File: config.mk
export PLATFORM = sky130hd
export DESIGN_NAME = l2_arbiter_flat
export DESIGN_NICKNAME = d
export VERILOG_FILES = /design/src/rtl/l2_arbiter_if.sv /design/src/rtl/l2_arbiter.sv /design/src/flat_wrapper.sv
export SDC_FILE = /design/constraint.sdc
export NUM_CORES = 1
export LEC_CHECK = 0
export ABC_AREA = 1
export CAP_MARGIN = 20
export CORE_AREA = 5 5 534 536
export DETAILED_ROUTE_END_ITERATION = 10
export DIE_AREA = 0 0 539 541
export PLACE_DENSITY = 0.33
export SYNTH_ARGS = -nofsm -noshare
export SYNTH_HDL_FRONTEND = slang
export SYNTH_SLANG_ARGS = --single-unit
File: constraint.sdc
create_clock -name clk -period 2.5 [get_ports clk]
set_input_delay 0.25 -clock clk [delete_from_list [all_inputs] [get_ports clk]]
set_output_delay 0.25 -clock clk [all_outputs]
set_load 0.05 [all_outputs]
File: src/rtl/l2_arbiter_if.sv
// Bundle of I-cache, D-cache and L2 register-slice signals seen by the L2 arbiter.
// The arbiter uses the slave view; the L1/L2 environment uses the master view.
interface l2_arbiter_if #(
  parameter int width = 256
);
  logic             icache_read;
  logic [31:0]      icache_address;
  logic [width-1:0] icache_rdata;
  logic             icache_resp;

  logic             dcache_read;
  logic             dcache_write;
  logic [31:0]      dcache_address;
  logic [width-1:0] dcache_wdata;
  logic [3:0]       dcache_byte_enable;
  logic [width-1:0] dcache_rdata;
  logic             dcache_resp;

  logic             L2cache_read;
  logic             L2cache_write;
  logic [31:0]      L2cache_address;
  logic [width-1:0] L2cache_wdata;
  logic [3:0]       L2cache_byte_enable;
  logic [width-1:0] L2cache_rdata;
  logic             L2cache_resp;

  modport slave (
    input  icache_read, icache_address,
    input  dcache_read, dcache_write, dcache_address, dcache_wdata, dcache_byte_enable,
    input  L2cache_rdata, L2cache_resp,
    output icache_rdata, icache_resp, dcache_rdata, dcache_resp,
    output L2cache_read, L2cache_write, L2cache_address, L2cache_wdata, L2cache_byte_enable
  );

  modport master (
    output icache_read, icache_address,
    output dcache_read, dcache_write, dcache_address, dcache_wdata, dcache_byte_enable,
    output L2cache_rdata, L2cache_resp,
    input  icache_rdata, icache_resp, dcache_rdata, dcache_resp,
    input  L2cache_read, L2cache_write, L2cache_address, L2cache_wdata, L2cache_byte_enable
  );
endinterface

File: src/rtl/l2_arbiter.sv
// Round-robin arbiter sharing one L2 register slice between the I-cache and D-cache.
// A grant is held until L2cache_resp; outputs decode the registered state only.
module l2_arbiter #(
  parameter int width = 256
) (
  input  logic        clk,
  input  logic        rst,
  l2_arbiter_if.slave bus
);

  typedef enum logic [1:0] {
    IDLE    = 2'd0,
    SERVE_I = 2'd1,
    SERVE_D = 2'd2
  } state_t;

  localparam logic GRANT_I = 1'b0;
  localparam logic GRANT_D = 1'b1;

  state_t state, state_next;
  logic   last_grant, last_grant_next;
  logic   i_req, d_req;

  assign i_req = bus.icache_read;
  assign d_req = bus.dcache_read | bus.dcache_write;

  // NOTE: sequential state uses non-blocking assignments so every register samples pre-edge values.
  always_ff @(posedge clk) begin
    if (rst) begin
      state      <= IDLE;
      last_grant <= GRANT_I;
    end else begin
      state      <= state_next;
      last_grant <= last_grant_next;
    end
  end

  // NOTE: every always_comb output gets a default first so no path can infer a latch.
  always_comb begin
    state_next      = state;
    last_grant_next = last_grant;
    unique case (state)
      IDLE: begin
        // On a tie, the cache that was not granted last time wins.
        if (i_req && (!d_req || last_grant == GRANT_D)) begin
          state_next      = SERVE_I;
          last_grant_next = GRANT_I;
        end else if (d_req) begin
          state_next      = SERVE_D;
          last_grant_next = GRANT_D;
        end
      end
      SERVE_I, SERVE_D: begin
        if (bus.L2cache_resp) state_next = IDLE;
      end
      default: state_next = IDLE;
    endcase
  end

  // Reset masks the outputs so an in-flight transaction never completes toward the L1.
  always_comb begin
    bus.L2cache_read        = 1'b0;
    bus.L2cache_write       = 1'b0;
    bus.L2cache_address     = '0;
    bus.L2cache_wdata       = '0;
    bus.L2cache_byte_enable = '0;
    bus.icache_resp         = 1'b0;
    bus.dcache_resp         = 1'b0;
    if (!rst) begin
      unique case (state)
        SERVE_I: begin
          bus.L2cache_read    = 1'b1;
          bus.L2cache_address = bus.icache_address;
          bus.icache_resp     = bus.L2cache_resp;
        end
        SERVE_D: begin
          bus.L2cache_read        = bus.dcache_read;
          bus.L2cache_write       = bus.dcache_write;
          bus.L2cache_address     = bus.dcache_address;
          bus.L2cache_wdata       = bus.dcache_wdata;
          bus.L2cache_byte_enable = bus.dcache_byte_enable;
          bus.dcache_resp         = bus.L2cache_resp;
        end
        default: ;
      endcase
    end
  end

  assign bus.icache_rdata = bus.L2cache_rdata;
  assign bus.dcache_rdata = bus.L2cache_rdata;

endmodule

File: src/flat_wrapper.sv
// flat-port wrapper written by rule: the top's interface ports become plain ports
module l2_arbiter_flat 
#(
  parameter int width = 256
)
  (clk, rst, bus_icache_read, bus_icache_address, bus_dcache_read, bus_dcache_write, bus_dcache_address, bus_dcache_wdata, bus_dcache_byte_enable, bus_L2cache_rdata, bus_L2cache_resp, bus_icache_rdata, bus_icache_resp, bus_dcache_rdata, bus_dcache_resp, bus_L2cache_read, bus_L2cache_write, bus_L2cache_address, bus_L2cache_wdata, bus_L2cache_byte_enable);
  l2_arbiter_if #(.width(width)) bus_i ();
  input  logic clk;
  input  logic rst;
  input wire logic [$bits(bus_i.icache_read)-1:0] bus_icache_read;
  input wire logic [$bits(bus_i.icache_address)-1:0] bus_icache_address;
  input wire logic [$bits(bus_i.dcache_read)-1:0] bus_dcache_read;
  input wire logic [$bits(bus_i.dcache_write)-1:0] bus_dcache_write;
  input wire logic [$bits(bus_i.dcache_address)-1:0] bus_dcache_address;
  input wire logic [$bits(bus_i.dcache_wdata)-1:0] bus_dcache_wdata;
  input wire logic [$bits(bus_i.dcache_byte_enable)-1:0] bus_dcache_byte_enable;
  input wire logic [$bits(bus_i.L2cache_rdata)-1:0] bus_L2cache_rdata;
  input wire logic [$bits(bus_i.L2cache_resp)-1:0] bus_L2cache_resp;
  output wire logic [$bits(bus_i.icache_rdata)-1:0] bus_icache_rdata;
  output wire logic [$bits(bus_i.icache_resp)-1:0] bus_icache_resp;
  output wire logic [$bits(bus_i.dcache_rdata)-1:0] bus_dcache_rdata;
  output wire logic [$bits(bus_i.dcache_resp)-1:0] bus_dcache_resp;
  output wire logic [$bits(bus_i.L2cache_read)-1:0] bus_L2cache_read;
  output wire logic [$bits(bus_i.L2cache_write)-1:0] bus_L2cache_write;
  output wire logic [$bits(bus_i.L2cache_address)-1:0] bus_L2cache_address;
  output wire logic [$bits(bus_i.L2cache_wdata)-1:0] bus_L2cache_wdata;
  output wire logic [$bits(bus_i.L2cache_byte_enable)-1:0] bus_L2cache_byte_enable;
  assign bus_i.icache_read = bus_icache_read;
  assign bus_i.icache_address = bus_icache_address;
  assign bus_i.dcache_read = bus_dcache_read;
  assign bus_i.dcache_write = bus_dcache_write;
  assign bus_i.dcache_address = bus_dcache_address;
  assign bus_i.dcache_wdata = bus_dcache_wdata;
  assign bus_i.dcache_byte_enable = bus_dcache_byte_enable;
  assign bus_i.L2cache_rdata = bus_L2cache_rdata;
  assign bus_i.L2cache_resp = bus_L2cache_resp;
  assign bus_icache_rdata = bus_i.icache_rdata;
  assign bus_icache_resp = bus_i.icache_resp;
  assign bus_dcache_rdata = bus_i.dcache_rdata;
  assign bus_dcache_resp = bus_i.dcache_resp;
  assign bus_L2cache_read = bus_i.L2cache_read;
  assign bus_L2cache_write = bus_i.L2cache_write;
  assign bus_L2cache_address = bus_i.L2cache_address;
  assign bus_L2cache_wdata = bus_i.L2cache_wdata;
  assign bus_L2cache_byte_enable = bus_i.L2cache_byte_enable;
  l2_arbiter #(.width(width)) u_core (.clk(clk), .rst(rst), .bus(bus_i));
endmodule
==> results.cfg <==
[min_path]
min_path_type = in -> out
hold_start = bus_L2cache_rdata[139]

[placement]
port_buffers = 625
hpwl_mm = 193
place_congestion = 0.758

[grt]
grt_max_degree = 83
antenna_found_initial = 227
grt_pass1_wl_mm = 225
grt_pass1_vias = 9030
grt_overflow = 0
grt.total_usage_pct = 13.1

[drt]
vias_per_cell = 1.81
vias = 9315
drt-pass1-iter-count = 5
top_layer = met5
wl_met2_mm = 82.0
wl_met1_mm = 44.6
drtIter0Drc = 531
antenna_left = 0
met3WireLength_mm = 66.7
wire_per_inst_um = 39.1
wirelength_mm = 201
drc = 0

[final_layout]
layout.nets = 1927
layout-drive-gt1-share_pct = 26.6
seq_area_um2 = 60.1
syn2layout_area_growth_pct = 149
multi_input_area_um2 = 2500
fill_cells = 33000

[timing]
fin_crit_sh_pct = 89.4
finalHoldViolations = 0
rsz0062_at_grt = no
finalMaxSlewViolations = 0
fmax_ghz = 0.448
tns_ns = 0
fin_crit_ns = 2.23
worst_pin_slew_ns = 0.548
slew_headroom_pct = 63.5
finClkSkew_ns = 0.00124
setup_viol = 0

[power]
internal_power_w = 0.00207
powerDensity_nw_per_um2 = 262
power_switching_w = 0.00245
p_sw_share_pct = 54.2
pwr-share-comb_pct = 92.9
ir_worst_vdd_v = 0.000169
p_seq_share_pct = 1.4
power.total_w = 0.00453
p_leak_nw = 5.12
clock_power_share_pct = 5.7

[clock_tree]
clock_path_buffers = 2
cts_buffers = 3
clock_latency_ns = 0.23
h-tree-depth = 1
hold_buffers = 0
cts-root-buf = clkbuf_16
cts_tree = yes
path_clk_slew_ns = 0.03
cts_resized = 0
post_cts_buffers = 0
clock_sinks = 3

[worst_setup_path]
crit_path_start_kind = flip-flop
crit_top_cell = buf_12
crit_fanout = 70
critPathRequiredTime_ns = 2.25
cpLargestDelayFamily = buffers and inverters
critPathKind = reg -> out
crit_path_cell_trace = inv_1, ha_4, buf_12, nand2_1, nor2_1, buf_12
rr_startpoint = u_core.state[1]$_SDFFE_PP0P_
slowest_delay_ns = 0.31
cp-startpoint = u_core.state[0]$_SDFFE_PP0P_
end_kind = output port
cpMaxStageDelayCell = dfxtp_1
critical_path_arrival_ns = 1.98
cp_num_buf_inv = 3

[die]
initial_core_util_pct = 2.48
io_pins = 1394
core_area_um2 = 280000
die-area_um2 = 292000
chipWidth_um = 539
die_y_um = 541
placementRows = 195

[synth]
synth_seq_cells = 3
syn_avg_cell_area_um2 = 5.64
syn-num-nets = 1824
synth_warnings = 0
synthCells = 1235
netlist_area_um2 = 6960
synth.distinct_cells = 14
synth.yosys.seq_area_share_pct = 0.863

[job]
drv_cap = 0

[outcome]
status = finished, final reports clean
-- flip-flops by register name (all words and copies together) (netlist names) --
name               cells
u_core.state           2
u_core.last_grant      1
-- worst reg2reg max path, delay by kind of cell (launching register included) --
kind	cells	cell delay, ns
AND/OR/NAND/NOR	2	0.18
AO/OA/AOI/OAI	2	0.27
flip-flops	1	0.40
buffers and inverters	1	0.09
adder cells (fa/ha/maj)	1	0.30
-- cell usage after synthesis --
cell type  instances  share of area [%]
nand2_1          334                 18
clkbuf_1           2               0.11
nor2_1           264                 14
buf_8              1               0.22
ha_1               3               0.54
buf_6             27                4.4
buf_4            517                 56
buf_2             35                2.5
dfxtp_1            3               0.86
nor3_1             2               0.14
a21oi_1           37                2.7
inv_1              8               0.43
o21ai_0            1              0.072
nor3b_1            1               0.11
-- cells in the final DEF, fill, tap and decap left out, drive strengths merged, types with 3 or more instances in the layout --
cell,count
dfxtp,3
nand2,334
inv,8
nor2,264
diode,55
a21oi,37
clkdlybuf4s50,328
clkbuf,4
ha,3
buf,352
-- power groups by stage --
stage,Clock [W],Combinational [W],Sequential [W]
global placement,0,0.00438,0.0000617
global route,0.000268,0.00448,0.0000634
detailed placement,0,0.00440,0.0000632
CTS,0.000259,0.00442,0.0000626
floorplan,0,0.00404,0.0000599
finish,0.000259,0.00421,0.0000631
-- logic make-up (layout without fill, tap and decap cells) --
group	Yosys count	count (layout)	synth area share [%]
simple gates	601	601	32.5
other cells	0	55	0
compound gates	38	38	2.73
flops	3	3	0.863
fa+ha+maj	3	3	0.539
buf+inv	590	692	63.4
-- final cells by class --
class	instances	share of cell area (%)
tap	3743	27.1
antenna	55	0.795
clock buffer	4	0.456
multi-input combinational	642	14.5
sequential	3	0.347
inverter	8	0.174
timing repair buffer	680	56.7
-- final timing paths --
path,end,cells after the start,slack [ns]
min,bus_dcache_rdata[139],0,0.50
min reg2reg,u_core.last_grant$_SDFFE_PP0P_,2,0.54
max reg2reg,u_core.state[0]$_SDFFE_PP0P_,6,1.19
max,bus_L2cache_wdata[24],6,0.27
-- stage by stage --
step	std cells	hold slack (ns)	utilization, %	cell area (um2)	worst slack, ns
CTS	5080	0.501	6.12	17200	0.228
detailed placement	5076	0.501	6.10	17100	0.476
global placement	5076	0.501	6.10	17100	0.540
floorplan	1235	0.492	-	6960	0.506
finish	5135	0.500	6.17	17300	0.266
global route	5097	0.500	6.14	17200	0.147
-- metal layers --
| metal | vias to the layer above | global-route usage, % |
|---|---|---|
| met4 | 226 | 2.64 |
| met2 | 1417 | 19.3 |
| met5 | - | 0.674 |
| li1 | 3452 | - |
| met1 | 3777 | 8.67 |
| met3 | 443 | 20.4 |
Power figures use the tool's default switching activity.
